**src/rtl/rp8_pkg.sv**
```systemverilog
// rtl/rp8_pkg.sv - shared types and default widths for the rp8 data-bus arbiter
package rp8_pkg;

    localparam int DAW_DEF = 13;
    localparam int IDW_DEF = 6;
    localparam int DW_DEF  = 8;

    typedef enum logic [1:0] {
        IDLE = 2'd0,
        OWN0 = 2'd1,
        OWN1 = 2'd2
    } state_t;

    typedef logic owner_t;

    localparam owner_t OWNER_M0 = 1'b0;
    localparam owner_t OWNER_M1 = 1'b1;

endpackage

```
**src/rtl/rp8_arb_sel.sv**
```systemverilog
// rtl/rp8_arb_sel.sv - two-input tie-break selector, round-robin when RP8_BD_ARB_RR_EN is defined
module rp8_arb_sel
    import rp8_pkg::*;
(
    input  logic   clk,
    input  logic   rst,
    input  logic   req0,
    input  logic   req1,
    input  logic   upd,
    input  owner_t upd_own,
    output logic   gnt0,
    output logic   gnt1
);

`ifdef RP8_BD_ARB_RR_EN
    owner_t ptr;

    // Remember the master served last; reset value lets master 0 win the first tie
    always_ff @(posedge clk or posedge rst) begin
        if (rst) begin
            ptr <= OWNER_M1;
        end else if (upd) begin
            ptr <= upd_own;
        end
    end

    // A tie goes to the master that was not served last
    always_comb begin
        gnt0 = req0;
        gnt1 = req1;
        if (req0 && req1) begin
            gnt0 = (ptr == OWNER_M1);
            gnt1 = (ptr == OWNER_M0);
        end
    end
`else
    logic unused_sel;
    assign unused_sel = &{1'b0, clk, rst, upd, upd_own};

    // Fixed priority: master 0 always wins a tie
    always_comb begin
        gnt0 = req0;
        gnt1 = req1 & ~req0;
    end
`endif

endmodule

```
**src/rtl/rp8_bd_arb.sv**
```systemverilog
// rtl/rp8_bd_arb.sv - two-master rp8 data-bus arbiter with locking and read routing (RP8_BD_ARB_RR_EN selects round-robin)
module rp8_bd_arb
    import rp8_pkg::*;
#(
    parameter int DAW = DAW_DEF,
    parameter int IDW = IDW_DEF,
    parameter int DW  = DW_DEF
) (
    input  logic           clk,
    input  logic           rst,

    input  logic           m0_req,
    input  logic           m0_lck,
    input  logic           m0_wen,
    input  logic [DAW-1:0] m0_adr,
    input  logic [IDW-1:0] m0_wid,
    input  logic [DW-1:0]  m0_wdt,
    output logic           m0_ack,
    output logic [DW-1:0]  m0_rdt,
    output logic [IDW-1:0] m0_rid,
    output logic           m0_ren,

    input  logic           m1_req,
    input  logic           m1_lck,
    input  logic           m1_wen,
    input  logic [DAW-1:0] m1_adr,
    input  logic [IDW-1:0] m1_wid,
    input  logic [DW-1:0]  m1_wdt,
    output logic           m1_ack,
    output logic [DW-1:0]  m1_rdt,
    output logic [IDW-1:0] m1_rid,
    output logic           m1_ren,

    output logic           s_req,
    output logic           s_wen,
    output logic [DAW-1:0] s_adr,
    output logic [DW-1:0]  s_wdt,
    input  logic [DW-1:0]  s_rdt
);

    state_t         state;
    state_t         state_nxt;
    logic           gnt0;
    logic           gnt1;
    logic           rsp_vld;
    owner_t         rsp_own;
    logic [IDW-1:0] rsp_id;

    rp8_arb_sel u_sel (
        .clk     (clk),
        .rst     (rst),
        .req0    (m0_req),
        .req1    (m1_req),
        .upd     (m0_ack | m1_ack),
        .upd_own (m1_ack),
        .gnt0    (gnt0),
        .gnt1    (gnt1)
    );

    // Arbitration state register
    always_ff @(posedge clk or posedge rst) begin
        if (rst) begin
            state <= IDLE;
        end else begin
            state <= state_nxt;
        end
    end

    // Grant decode and lock tracking; an owner leaves its lock whenever lck drops,
    // whether or not it transferred in that cycle
    always_comb begin
        m0_ack    = 1'b0;
        m1_ack    = 1'b0;
        state_nxt = state;
        if (!rst) begin
            case (state)
                IDLE: begin
                    m0_ack = gnt0;
                    m1_ack = gnt1;
                    if (gnt0 && m0_lck) begin
                        state_nxt = OWN0;
                    end else if (gnt1 && m1_lck) begin
                        state_nxt = OWN1;
                    end
                end
                OWN0: begin
                    m0_ack = m0_req;
                    if (!m0_lck) begin
                        state_nxt = IDLE;
                    end
                end
                OWN1: begin
                    m1_ack = m1_req;
                    if (!m1_lck) begin
                        state_nxt = IDLE;
                    end
                end
                default: state_nxt = IDLE;
            endcase
        end
    end

    // Slave mux: forward the acked master, drive zeros when idle
    always_comb begin
        s_req = m0_ack | m1_ack;
        s_wen = 1'b0;
        s_adr = '0;
        s_wdt = '0;
        if (m0_ack) begin
            s_wen = m0_wen;
            s_adr = m0_adr;
            s_wdt = m0_wdt;
        end else if (m1_ack) begin
            s_wen = m1_wen;
            s_adr = m1_adr;
            s_wdt = m1_wdt;
        end
    end

    // Read tracker: one outstanding response per cycle, matching the RAM's one-cycle latency
    always_ff @(posedge clk or posedge rst) begin
        if (rst) begin
            rsp_vld <= 1'b0;
            rsp_own <= OWNER_M0;
            rsp_id  <= '0;
        end else begin
            rsp_vld <= s_req & ~s_wen;
            rsp_own <= m1_ack;
            rsp_id  <= m1_ack ? m1_wid : m0_wid;
        end
    end

    // Response routing back to the issuing master
    always_comb begin
        m0_ren = rsp_vld & (rsp_own == OWNER_M0);
        m1_ren = rsp_vld & (rsp_own == OWNER_M1);
        m0_rid = m0_ren ? rsp_id : '0;
        m1_rid = m1_ren ? rsp_id : '0;
        m0_rdt = m0_ren ? s_rdt : '0;
        m1_rdt = m1_ren ? s_rdt : '0;
    end

endmodule

```
**config.mk**
```make
export PLATFORM = sky130hd
export DESIGN_NAME = rp8_bd_arb
export DESIGN_NICKNAME = d
export VERILOG_FILES = /design/src/rtl/rp8_pkg.sv /design/src/rtl/rp8_arb_sel.sv /design/src/rtl/rp8_bd_arb.sv
export SDC_FILE = /design/constraint.sdc
export NUM_CORES = 1
export LEC_CHECK = 0
export ABC_AREA = 1
export CAP_MARGIN = 20
export CORE_ASPECT_RATIO = 0.75
export CORE_MARGIN = 2
export CORE_UTILIZATION = 25
export CTS_CLUSTER_DIAMETER = 200
export DETAILED_ROUTE_END_ITERATION = 8
export PLACE_DENSITY = 0.89
export SYNTH_ARGS = -nofsm -noshare
export SYNTH_HDL_FRONTEND = slang
export SYNTH_HIERARCHICAL = 1
export SYNTH_SLANG_ARGS = --single-unit
```
**constraint.sdc**
```tcl
create_clock -name clk -period 1.9 [get_ports clk]
set_input_delay 0.38 -clock clk [delete_from_list [all_inputs] [get_ports clk]]
set_output_delay 0.38 -clock clk [all_outputs]
set_load 0.005 [all_outputs]
```
==> results.ini <==
[timing]
unrepaired_setup_endpoints_after_global_routing=true
setup_viol=24
report.final.hold_viol_count=0
min_period_over_period=1.07
fin_setup_tns_ps=-2300
worstMarginPinSlew_ps=211
slew_viol_final=0
maxSlewHeadroom=0.859
finalClockSkew_ps=10.7
setup_slack_ps=-125
period_minus_slack_ps=2030
fmax_mhz=494

[die]
core_sq_um=3680
die_h_um=57.9
start_util=0.262
fp.dieArea_sq_um=4390
design.portCount=125
die_w_um=75.8
cell_row_count=19

[logic_synthesis]
synth_area_leader_cell=sky130_fd_sc_hd__nand2_1
most_frequent_cell_after_synthesis=sky130_fd_sc_hd__nand2_1
post_synth_most_frequent_cells=91 x sky130_fd_sc_hd__nand2_1, 31 x sky130_fd_sc_hd__nor2_1, 22 x sky130_fd_sc_hd__inv_1, 10 x sky130_fd_sc_hd__dfrtp_1, 6 x sky130_fd_sc_hd__nand3_1
post_synth_instance_area_sq_um=967
avgSynthCellArea_sq_um=5.37
ys.warnings.count=6
post_synth_num_cell_types=15
ys_dominant_reg_cell=sky130_fd_sc_hd__dfrtp_1
synth.top_cells.by_area=sky130_fd_sc_hd__nand2_1 35%, sky130_fd_sc_hd__dfrtp_1 26%, sky130_fd_sc_hd__nor2_1 12%
synth_enable_flop_cells=0
yosys_register_bits=10
synth_cells=180
synthesis.nets=250
synth_async_sr_flop_share=1.00
fraction_of_synthesized_cell_area_taken_by_the_top_area_cell_type=0.353
synth_seq_area_share=0.259

[setup_path]
crit_path_max_fanout=6
crit_required_ps=1520
timing.critical_path.cells=nor2_4 -> nand2_2 -> nand2_4 -> nand2_4 -> nor2_4 -> buf_6 -> buf_12 -> nand2_2 -> nand2_1 -> buf_2
crit_arrival_ps=1650
worstSetupEndpointType=primary output
regToRegStartpoint=state[0]$_DFFE_PP0P_
cp-start-kind=flop
r2r_setup_slack_ps=330
ff2ff_path_depth=11
worst-setup-path-type=reg -> out
critPathMaxStageDelay_ps=450
r2r-end=rsp_vld$_DFF_PP0_
critical-path-slowest-cell=sky130_fd_sc_hd__dfrtp_2

[cts]
tritoncts.num_buffers=3
max-clock-path-buffers=2
clk_transition_reported_paths_ps=50
cts_tree=done
cts_sinks=10
hold_buffers=0
htree_levels=1
worst_skew_pair.late_latency_ps=240
clock_tree.root_cell=sky130_fd_sc_hd__clkbuf_8

[layout]
num-nets-final=402
final_layout_size_suffix_gt1_frac=0.296
antenna_cells_inserted=0
layout.cell_area.non_filler_sq_um=2560
syn2layout_area_growth_pct=165
final_core_density=0.695
final_cell_count_without_fillers=383

[global_routing]
residual_overflow_from_global_routing=0
maximum_number_of_pins_on_one_net_before_global_route_repair=16
grt_pass1_vias=1500
grt_first_pass_wirelength_um=6510
antenna_found_initial=0
gr-usage-all-layers=0.193

[power]
leakage_nw=1.54
power-per-cell-area_nw_per_um2=813
power_switching_share=0.392
p_clk_frac=0.129
internal_power_mw=1.27
pwr-share-seq=0.166
p_sw_mw=0.816
ir_drop_worst_vdd_v=0.000486
comb_power_share=0.705

[drt]
totalWireLength_um=4370
firstDrtPassIters=4
routed_wire_length_per_instance_um=11.4
detail_route.drc_violations=0
total_via_count_after_detailed_routing=1612
route.detailed.vias_per_inst=4.21
detailedRoute.firstIterationViolations=48
detail-route-antenna-nets=0

[hold_path]
worstHoldPathType=reg -> reg
hold-path-cell-count=2
hold-path-endpoint=state[1]$_DFFE_PP0P_
hold_path_startpoint=state[1]$_DFFE_PP0P_

[outcome]
violations=negative setup slack
outcome=complete, but fails checks

[place]
dp.final_hpwl_um=3110
placed_area_sq_um=2350
dp.cells=363
worst_setup_slack_before_clock_tree_synthesis_ps=-591
numPortBuffers=124
gp_congestion=0.740

[job]
max_cap_viol_count=0

## routing by layer
metal,vias to the layer above,track usage,part of all wire
met5,-,0,0
met1,696,0.206,0.36
li1,824,-,-
met4,0,0.0476,0.013
met2,84,0.373,0.53
met3,8,0.0470,0.097
## worst max-delay path by stage
stage | startpoint | to | slack, ps | cells after the start
after floorplan | rst | s_adr[0] | 330 | 6
after global placement | m0_req | s_adr[3] | -590 | 9
after detailed placement | m0_req | s_adr[5] | -590 | 10
after CTS | state[1]$_DFFE_PP0P_ | s_wdt[1] | -210 | 11
after global routing | state[0]$_DFFE_PP0P_ | s_adr[5] | -220 | 10
final | state[0]$_DFFE_PP0P_ | s_adr[5] | -130 | 10
## cells in the final DEF (no fill, tap or decap)
cell type                         synthesis  layout
sky130_fd_sc_hd__dfrtp_2                  0       3
sky130_fd_sc_hd__nand3_1                  6       4
sky130_fd_sc_hd__nand3_2                  0       2
sky130_fd_sc_hd__inv_2                    2       2
sky130_fd_sc_hd__nand2_4                  1       5
sky130_fd_sc_hd__nor2_4                   3       4
sky130_fd_sc_hd__clkbuf_2                 0       1
sky130_fd_sc_hd__nor2_2                   1       2
sky130_fd_sc_hd__nand2_1                 91      70
sky130_fd_sc_hd__buf_12                   0       1
sky130_fd_sc_hd__dfrtp_1                 10       7
sky130_fd_sc_hd__dlygate4sd2_1            0      16
sky130_fd_sc_hd__o21ai_0                  2       2
sky130_fd_sc_hd__inv_4                    0       2
sky130_fd_sc_hd__buf_4                    3      19
sky130_fd_sc_hd__inv_1                   22      20
sky130_fd_sc_hd__dlymetal6s2s_1           0       8
sky130_fd_sc_hd__buf_16                   0       1
sky130_fd_sc_hd__clkbuf_8                 0       4
sky130_fd_sc_hd__nand2_2                  2      19
sky130_fd_sc_hd__nand4_1                  2       2
sky130_fd_sc_hd__clkdlybuf4s50_1          0      75
sky130_fd_sc_hd__clkinvlp_4               0       1
sky130_fd_sc_hd__nor2_1                  31      29
sky130_fd_sc_hd__buf_8                    0       1
sky130_fd_sc_hd__buf_2                    0      21
sky130_fd_sc_hd__buf_6                    2      10
## cell families after synthesis
| logic type | after synthesis | synth area share |
|---|---|---|
| AND/OR/NAND/NOR | 137 | 0.583 |
| flip-flops | 10 | 0.259 |
| buffers and inverters | 31 | 0.147 |
| AO/OA/AOI/OAI | 2 | 0.0103 |
## final cells by class
cell class | count | area (sq um)
fillers | 304 | 1120
inverters | 24 | 95.1
repair inverters | 1 | 7.51
multi-input cells | 139 | 667
well taps | 52 | 65.1
repair buffers | 153 | 1420
flip-flops and latches | 10 | 254
clock buffers | 4 | 55.1
## power by group through the flow
stage / Clock, mW / Combinational [mW] / Sequential, mW
2_1_floorplan: 0 / 0.513 / 0.317
3_3_place_gp: 0 / 1.27 / 0.324
3_5_place_dp: 0 / 1.30 / 0.329
4_1_cts: 0.276 / 1.45 / 0.333
5_1_grt: 0.286 / 1.60 / 0.354
6_report: 0.269 / 1.47 / 0.345
## sequential cells by signal, summed over array words and instances, names as in the netlist
name	cells
rsp_own	1
state	2
rsp_vld	1
rsp_id	6
## through the flow
step / total power [mW] / hold WS [ps]
2_1_floorplan: 0.830 / 268
6_report: 2.08 / 588
3_5_place_dp: 1.62 / 623
3_3_place_gp: 1.59 / 595
5_1_grt: 2.24 / 634
4_1_cts: 2.06 / 584
## timing repair
item,in CTS,in global routing
pin swaps,14,13
resized for setup,138,39
setup endpoints to repair,54,46
cloned,4,1
setup buffers,12,5
## critical path, delay by kind of cell, from the launching register on
| kind | cells | cell delay (ps) |
|---|---|---|
| and+or+nand+nor | 7 | 560 |
| DFF | 1 | 450 |
| buffers and inverters | 3 | 380 |
Power figures use the tool's default switching activity.
